--- src/rtl/cache_line_fill_if.sv ---
// Miss, memory and fill channels of the cache line refill engine.
// master = refill engine, slave = miss source, memory and replacement stage.
interface cache_line_fill_if #(
    parameter int ADDR_W = 24,
    parameter int LINE_W = 145
);
    logic              miss_valid;
    logic [ADDR_W-1:0] miss_addr;
    logic              miss_ready;
    logic              mem_req_valid;
    logic [ADDR_W-1:0] mem_req_addr;
    logic              mem_req_ready;
    logic              mem_rsp_valid;
    logic [31:0]       mem_rsp_data;
    logic              mem_rsp_err;
    logic              fill_valid;
    logic [LINE_W-1:0] fill_line;
    logic [3:0]        fill_index;
    logic              fill_err;
    logic              fill_ready;
    logic              busy;

    modport master (
        input  miss_valid, miss_addr,
        output miss_ready,
        output mem_req_valid, mem_req_addr,
        input  mem_req_ready,
        input  mem_rsp_valid, mem_rsp_data, mem_rsp_err,
        output fill_valid, fill_line, fill_index, fill_err,
        input  fill_ready,
        output busy
    );

    modport slave (
        output miss_valid, miss_addr,
        input  miss_ready,
        input  mem_req_valid, mem_req_addr,
        output mem_req_ready,
        output mem_rsp_valid, mem_rsp_data, mem_rsp_err,
        input  fill_valid, fill_line, fill_index, fill_err,
        output fill_ready,
        input  busy
    );
endinterface

--- src/rtl/cache_line_fill.sv ---
// Cache line refill engine: fetches a 16-byte line as four 32-bit beats
// and presents {valid, tag, data} plus set index to the replacement stage.
module cache_line_fill #(
    parameter int ADDR_W = 24,
    parameter int BEATS  = 4
) (
    input  logic                  clk,
    input  logic                  rst_n,
    cache_line_fill_if.master     bus
);
    localparam int TAG_W  = ADDR_W - 8;
    localparam int DATA_W = 32 * BEATS;
    localparam int LINE_W = 1 + TAG_W + DATA_W;
    localparam int BEAT_W = $clog2(BEATS);

    typedef enum logic [1:0] {
        S_IDLE,
        S_REQ,
        S_WAIT,
        S_PRESENT
    } state_t;

    state_t              r_state;
    state_t              w_next;
    logic [BEAT_W-1:0]   r_beat;
    logic [TAG_W-1:0]    r_tag;
    logic [3:0]          r_index;
    logic [DATA_W-1:0]   r_data;
    logic                r_err;
    logic [LINE_W-1:0]   r_line;
    logic [3:0]          r_fidx;
    logic                r_ferr;

    logic [DATA_W-1:0]   w_data_nxt;
    logic                w_err_nxt;
    logic                w_accept;
    logic                w_rsp;
    logic                w_last;
    logic                w_unused_ofs;

    // The line is always filled from word 0, so the byte offset is dropped.
    assign w_unused_ofs = ^bus.miss_addr[3:0];

    assign w_accept = (r_state == S_IDLE) && bus.miss_valid;
    assign w_rsp    = (r_state == S_WAIT) && bus.mem_rsp_valid;
    assign w_last   = (r_beat == BEAT_W'(BEATS - 1));
    assign w_err_nxt = r_err | bus.mem_rsp_err;

    always_comb begin
        w_data_nxt = r_data;
        w_data_nxt[32*r_beat +: 32] = bus.mem_rsp_data;
    end

    always_comb begin
        w_next            = r_state;
        bus.miss_ready    = 1'b0;
        bus.mem_req_valid = 1'b0;
        bus.fill_valid    = 1'b0;
        unique case (r_state)
            S_IDLE: begin
                bus.miss_ready = 1'b1;
                if (bus.miss_valid)
                    w_next = S_REQ;
            end
            S_REQ: begin
                bus.mem_req_valid = 1'b1;
                if (bus.mem_req_ready)
                    w_next = S_WAIT;
            end
            S_WAIT: begin
                if (bus.mem_rsp_valid)
                    w_next = w_last ? S_PRESENT : S_REQ;
            end
            S_PRESENT: begin
                bus.fill_valid = 1'b1;
                if (bus.fill_ready)
                    w_next = S_IDLE;
            end
            default: w_next = S_IDLE;
        endcase
    end

    assign bus.mem_req_addr = {r_tag, r_index, r_beat, 2'b00};
    assign bus.fill_line    = r_line;
    assign bus.fill_index   = r_fidx;
    assign bus.fill_err     = r_ferr;
    assign bus.busy         = (r_state != S_IDLE);

    always_ff @(posedge clk or negedge rst_n) begin
        if (!rst_n)
            r_state <= S_IDLE;
        else
            r_state <= w_next;
    end

    // Every beat is fetched even after an error to keep the bus balanced.
    always_ff @(posedge clk or negedge rst_n) begin
        if (!rst_n) begin
            r_beat  <= '0;
            r_tag   <= '0;
            r_index <= '0;
            r_data  <= '0;
            r_err   <= 1'b0;
            r_line  <= '0;
            r_fidx  <= '0;
            r_ferr  <= 1'b0;
        end else begin
            if (w_accept) begin
                r_tag   <= bus.miss_addr[ADDR_W-1:8];
                r_index <= bus.miss_addr[7:4];
                r_beat  <= '0;
                r_err   <= 1'b0;
            end
            if (w_rsp) begin
                r_data <= w_data_nxt;
                r_err  <= w_err_nxt;
                if (!w_last) begin
                    r_beat <= r_beat + 1'b1;
                end else begin
                    r_line <= {~w_err_nxt, r_tag, w_data_nxt};
                    r_fidx <= r_index;
                    r_ferr <= w_err_nxt;
                end
            end
        end
    end
endmodule

--- src/flat_wrapper.sv ---
// flat-port wrapper written by rule: the top's interface ports become plain ports
module cache_line_fill_flat 
#(
    parameter int ADDR_W = 24,
    parameter int BEATS  = 4
)
  (clk, rst_n, bus_miss_valid, bus_miss_addr, bus_miss_ready, bus_mem_req_valid, bus_mem_req_addr, bus_mem_req_ready, bus_mem_rsp_valid, bus_mem_rsp_data, bus_mem_rsp_err, bus_fill_valid, bus_fill_line, bus_fill_index, bus_fill_err, bus_fill_ready, bus_busy);
  cache_line_fill_if #(.ADDR_W(ADDR_W), .LINE_W(145)) bus_i ();
  input  logic clk;
  input  logic rst_n;
  input wire logic [$bits(bus_i.miss_valid)-1:0] bus_miss_valid;
  input wire logic [$bits(bus_i.miss_addr)-1:0] bus_miss_addr;
  output wire logic [$bits(bus_i.miss_ready)-1:0] bus_miss_ready;
  output wire logic [$bits(bus_i.mem_req_valid)-1:0] bus_mem_req_valid;
  output wire logic [$bits(bus_i.mem_req_addr)-1:0] bus_mem_req_addr;
  input wire logic [$bits(bus_i.mem_req_ready)-1:0] bus_mem_req_ready;
  input wire logic [$bits(bus_i.mem_rsp_valid)-1:0] bus_mem_rsp_valid;
  input wire logic [$bits(bus_i.mem_rsp_data)-1:0] bus_mem_rsp_data;
  input wire logic [$bits(bus_i.mem_rsp_err)-1:0] bus_mem_rsp_err;
  output wire logic [$bits(bus_i.fill_valid)-1:0] bus_fill_valid;
  output wire logic [$bits(bus_i.fill_line)-1:0] bus_fill_line;
  output wire logic [$bits(bus_i.fill_index)-1:0] bus_fill_index;
  output wire logic [$bits(bus_i.fill_err)-1:0] bus_fill_err;
  input wire logic [$bits(bus_i.fill_ready)-1:0] bus_fill_ready;
  output wire logic [$bits(bus_i.busy)-1:0] bus_busy;
  assign bus_i.miss_valid = bus_miss_valid;
  assign bus_i.miss_addr = bus_miss_addr;
  assign bus_miss_ready = bus_i.miss_ready;
  assign bus_mem_req_valid = bus_i.mem_req_valid;
  assign bus_mem_req_addr = bus_i.mem_req_addr;
  assign bus_i.mem_req_ready = bus_mem_req_ready;
  assign bus_i.mem_rsp_valid = bus_mem_rsp_valid;
  assign bus_i.mem_rsp_data = bus_mem_rsp_data;
  assign bus_i.mem_rsp_err = bus_mem_rsp_err;
  assign bus_fill_valid = bus_i.fill_valid;
  assign bus_fill_line = bus_i.fill_line;
  assign bus_fill_index = bus_i.fill_index;
  assign bus_fill_err = bus_i.fill_err;
  assign bus_i.fill_ready = bus_fill_ready;
  assign bus_busy = bus_i.busy;
  cache_line_fill #(.ADDR_W(ADDR_W), .BEATS(BEATS)) u_core (.clk(clk), .rst_n(rst_n), .bus(bus_i));
endmodule
--- config.mk ---
export PLATFORM = sky130hd
export DESIGN_NAME = cache_line_fill_flat
export DESIGN_NICKNAME = d
export VERILOG_FILES = /design/src/rtl/cache_line_fill_if.sv /design/src/rtl/cache_line_fill.sv /design/src/flat_wrapper.sv
export SDC_FILE = /design/constraint.sdc
export NUM_CORES = 1
export LEC_CHECK = 0
export ABC_CLOCK_PERIOD_IN_PS = 2700
export BUFFER_PORTS_ARGS = -buffer_cell sky130_fd_sc_hd__buf_2
export CORE_ASPECT_RATIO = 1.2
export CORE_MARGIN = 4
export CORE_UTILIZATION = 34
export CTS_BUF_LIST = sky130_fd_sc_hd__clkbuf_8
export DETAILED_ROUTE_END_ITERATION = 8
export PLACE_DENSITY_LB_ADDON = 0.25
export SLEW_MARGIN = 40
export SYNTH_ARGS = -nofsm -noshare
export SYNTH_HDL_FRONTEND = slang
export SYNTH_SLANG_ARGS = --single-unit
--- constraint.sdc ---
create_clock -name clk -period 2.7 [get_ports clk]
set_input_delay 0 -clock clk [delete_from_list [all_inputs] [get_ports clk]]
set_output_delay 0 -clock clk [all_outputs]
set_load 0.03 [all_outputs]
==> impl_metrics.tcl <==
set metrics [dict create \
    cpMostUsedCell "inv_1" \
    cts-hold-fix-buffers 59 \
    pin_count 241 \
    synth_cell_type_count 36 \
    cts_max_path_buffers 3 \
    rrSetupSlack_ps 370 \
    p_leak_uw 0.00734 \
    final_common_cell "dfrtp_1" \
    stdcell_count 1789 \
    cts_htree_levels 2 \
    post-place-ws_ps 375 \
    synth_edf_count 0 \
    grt_start_max_net_pins 87 \
    post-route-period-util_pct 86.3 \
    most-common-layout-cells "271 x dfrtp_1, 233 x buf_2, 160 x nand2_1, 140 x nor2_1, 108 x a21oi_1" \
    endpoint_kind "flip-flop" \
    postLayoutSetupSlackWorst_ps 371 \
    cts_setup_buffers 0 \
    placed_cells 1644 \
    slew_viol_final 0 \
    setup_viol 0 \
    grt_overflow 0 \
    antenna_found_initial 0 \
    ys.flop_type "dfrtp_1" \
    r2r_start "u_core.r_beat[0]$_DFF_PN0_" \
    diodes 0 \
    critPathRequiredTime_ps 3130 \
    p_comb_share_pct 29.5 \
    dp_hpwl_mm 21.9 \
    critPathMaxStageDelay_ps 510 \
    coreArea_um2 32300 \
    die_h_um 207 \
    port_buffers 234 \
    syn-cell-area_um2 11200 \
    async_reset_ff_share_pct 100 \
    rsz0062_at_grt "no" \
    num_rows 72 \
    ctsResizeCount 0 \
    power_density_nw_per_um2 890 \
    hold_path.class "in2async" \
    critPathKind "reg2reg" \
    grt_first_pass_wirelength_mm 54.2 \
    ant_nets 0 \
    pwr-share-clk_pct 29.9 \
    cts_sinks 271 \
    fin_nets 1412 \
    syn2layout_area_growth_pct 27.8 \
    fin_crit_ps 2330 \
    synth.largest_area_cell "dfrtp_1" \
    start_util_pct 34.6 \
    fin_skew_ps 8.45 \
    fmax_mhz 429 \
    wirelength_mm 34.7 \
    crit_path_cell_trace "inv_1 -> ha_1 -> inv_1 -> buf_4 -> a221oi_1 -> nor2_1" \
    worst_slew_pin_slew_ps 818 \
    synth_cells 1091 \
    yosysWarnings 0 \
    power_uw 12700 \
    synth_largest_type_area_fraction_pct 60.7 \
    clock_latency_ps 560 \
    startpoint_type "flip-flop" \
    design_area_um2 14300 \
    cts_buffers 46 \
    p_sw_share_pct 36.9 \
    hold_viol_final 0 \
    cap_violations 0 \
    dr_total_vias 9139 \
    cts_tree "yes" \
    status "finished, final reports clean" \
    gp_congestion 0.752 \
    rr_endpoint "u_core.bus.fill_line[14]$_DFFE_PN0P_" \
    route.detailed.drc 0 \
    drive_gt1_share_pct 26.4 \
    ys_seq_area_share_pct 60.7 \
    synth-seq-cells 271 \
    dr.pass1.iters 5 \
    die-area_um2 35800 \
    ir_drop_v 0.000582 \
    rr_worst_depth 6 \
    tns_ps 0 \
    switchingPower_uw 4690 \
    grtUsageTotal_pct 19.0 \
    p_seq_share_pct 40.6 \
    clk_pin_slew_worst_paths_ps 60 \
    crit_slowest_cell "dfrtp_1" \
    relSlewSlack_pct 45.3 \
    crit_arrival_ps 2760 \
    die_w_um 174 \
    drtIter0Drc 620 \
    fillerInstances 3163 \
    routedWlPerCell_um 19.4 \
    cp_max_fo 20 \
    placed_cell_area_um2 12700 \
    viasPerCell 5.11 \
    cts-root-buf "clkbuf_8" \
    p_int_uw 8020 \
    grt_pass1_vias 9324 \
    yosys-top-cells-area "dfrtp_1 61%, a22o_1 6.3%, nand2_1 5.4%, a21oi_1 4.8%, nor2_1 4.7%" \
    avgSynthCellArea_um2 10.2 \
]
worst max-delay path by stage:
stage	end	slack, ps	start
6_report	u_core.bus.fill_line[14]$_DFFE_PN0P_	370	u_core.r_beat[0]$_DFF_PN0_
4_1_cts	u_core.bus.fill_line[14]$_DFFE_PN0P_	330	u_core.r_beat[0]$_DFF_PN0_
3_3_place_gp	u_core.bus.fill_line[14]$_DFFE_PN0P_	470	u_core.r_beat[0]$_DFF_PN0_
3_5_place_dp	u_core.r_data[60]$_DFFE_PN0P_	380	u_core.r_beat[0]$_DFF_PN0_
2_1_floorplan	u_core.r_data[10]$_DFFE_PN0P_	320	u_core.r_beat[0]$_DFF_PN0_
5_1_grt	u_core.r_data[53]$_DFFE_PN0P_	180	u_core.r_beat[0]$_DFF_PN0_
layout make-up:
class | count | area [um^2] | area share [%]
clock buffer | 65 | 895 | 6.27
clock inverter | 21 | 81.3 | 0.570
inverter | 7 | 26.3 | 0.184
multi-input combinational | 692 | 3850 | 27.0
sequential | 271 | 6780 | 47.5
tap | 407 | 509 | 3.57
timing repair buffer | 326 | 2130 | 14.9
layer usage:
metal	vias to the layer above	track usage, %	routed length, um
li1	4268	-	-
met3	47	4.30	2100
met2	273	32.1	17000
met1	4551	24.8	14900
met5	-	0	0
met4	0	5.16	663
kinds of logic after synthesis:
logic type                 Yosys count  share of synthesized area, %
and+or+nand+nor                    376                          14.2
DFF                                271                          60.7
muxes                               21                          2.12
other                                1                        0.0336
buffers and inverters              129                          5.33
adders and majority gates            5                         0.560
AOI/OAI and AO/OA                  288                          17.1
Yosys cell counts (all sizes together) (2+ instances only):
master,number
a221oi,40
buf,77
nand2,162
nor2b,5
o21ai,51
and4b,3
mux2,21
ha,5
nand4b,2
a31oi,4
dfrtp,271
nor3b,2
and4bb,2
and2,3
a21oi,108
nor4bb,2
inv,7
a22o,81
clkbuf,45
nand3,51
nor2,140
power groups by stage:
stage	Clock [uW]	Sequential (uW)	Combinational, uW
2_1_floorplan	0	6020	1470
3_3_place_gp	0	5190	3640
3_5_place_dp	0	5210	3690
4_1_cts	3920	5150	3790
5_1_grt	4090	5250	4030
6_report	3800	5160	3740
through the flow:
step,util (%),hold WS (ps)
2_1_floorplan,-,-296
3_3_place_gp,39.3,72.1
3_5_place_dp,39.3,75.0
4_1_cts,44.2,67.2
5_1_grt,44.2,93.7
6_report,44.2,66.4
worst max-delay path, delay by kind of cell (launching register included):
family	cells	cell delay (ps)
buf+inv	3	820
flops	1	510
compound gates	1	400
fa+ha+maj	1	370
simple gates	1	100
sequential cells by signal, indices dropped and copies added (netlist names):
register	count
u_core.r_data	96
u_core.bus.fill_err	1
u_core.r_tag	16
u_core.r_index	4
u_core.bus.fill_line	145
u_core.r_beat	2
u_core.bus.fill_index	4
u_core.r_state	2
u_core.r_err	1
No activity file was read; power rests on OpenSTA's default activity.
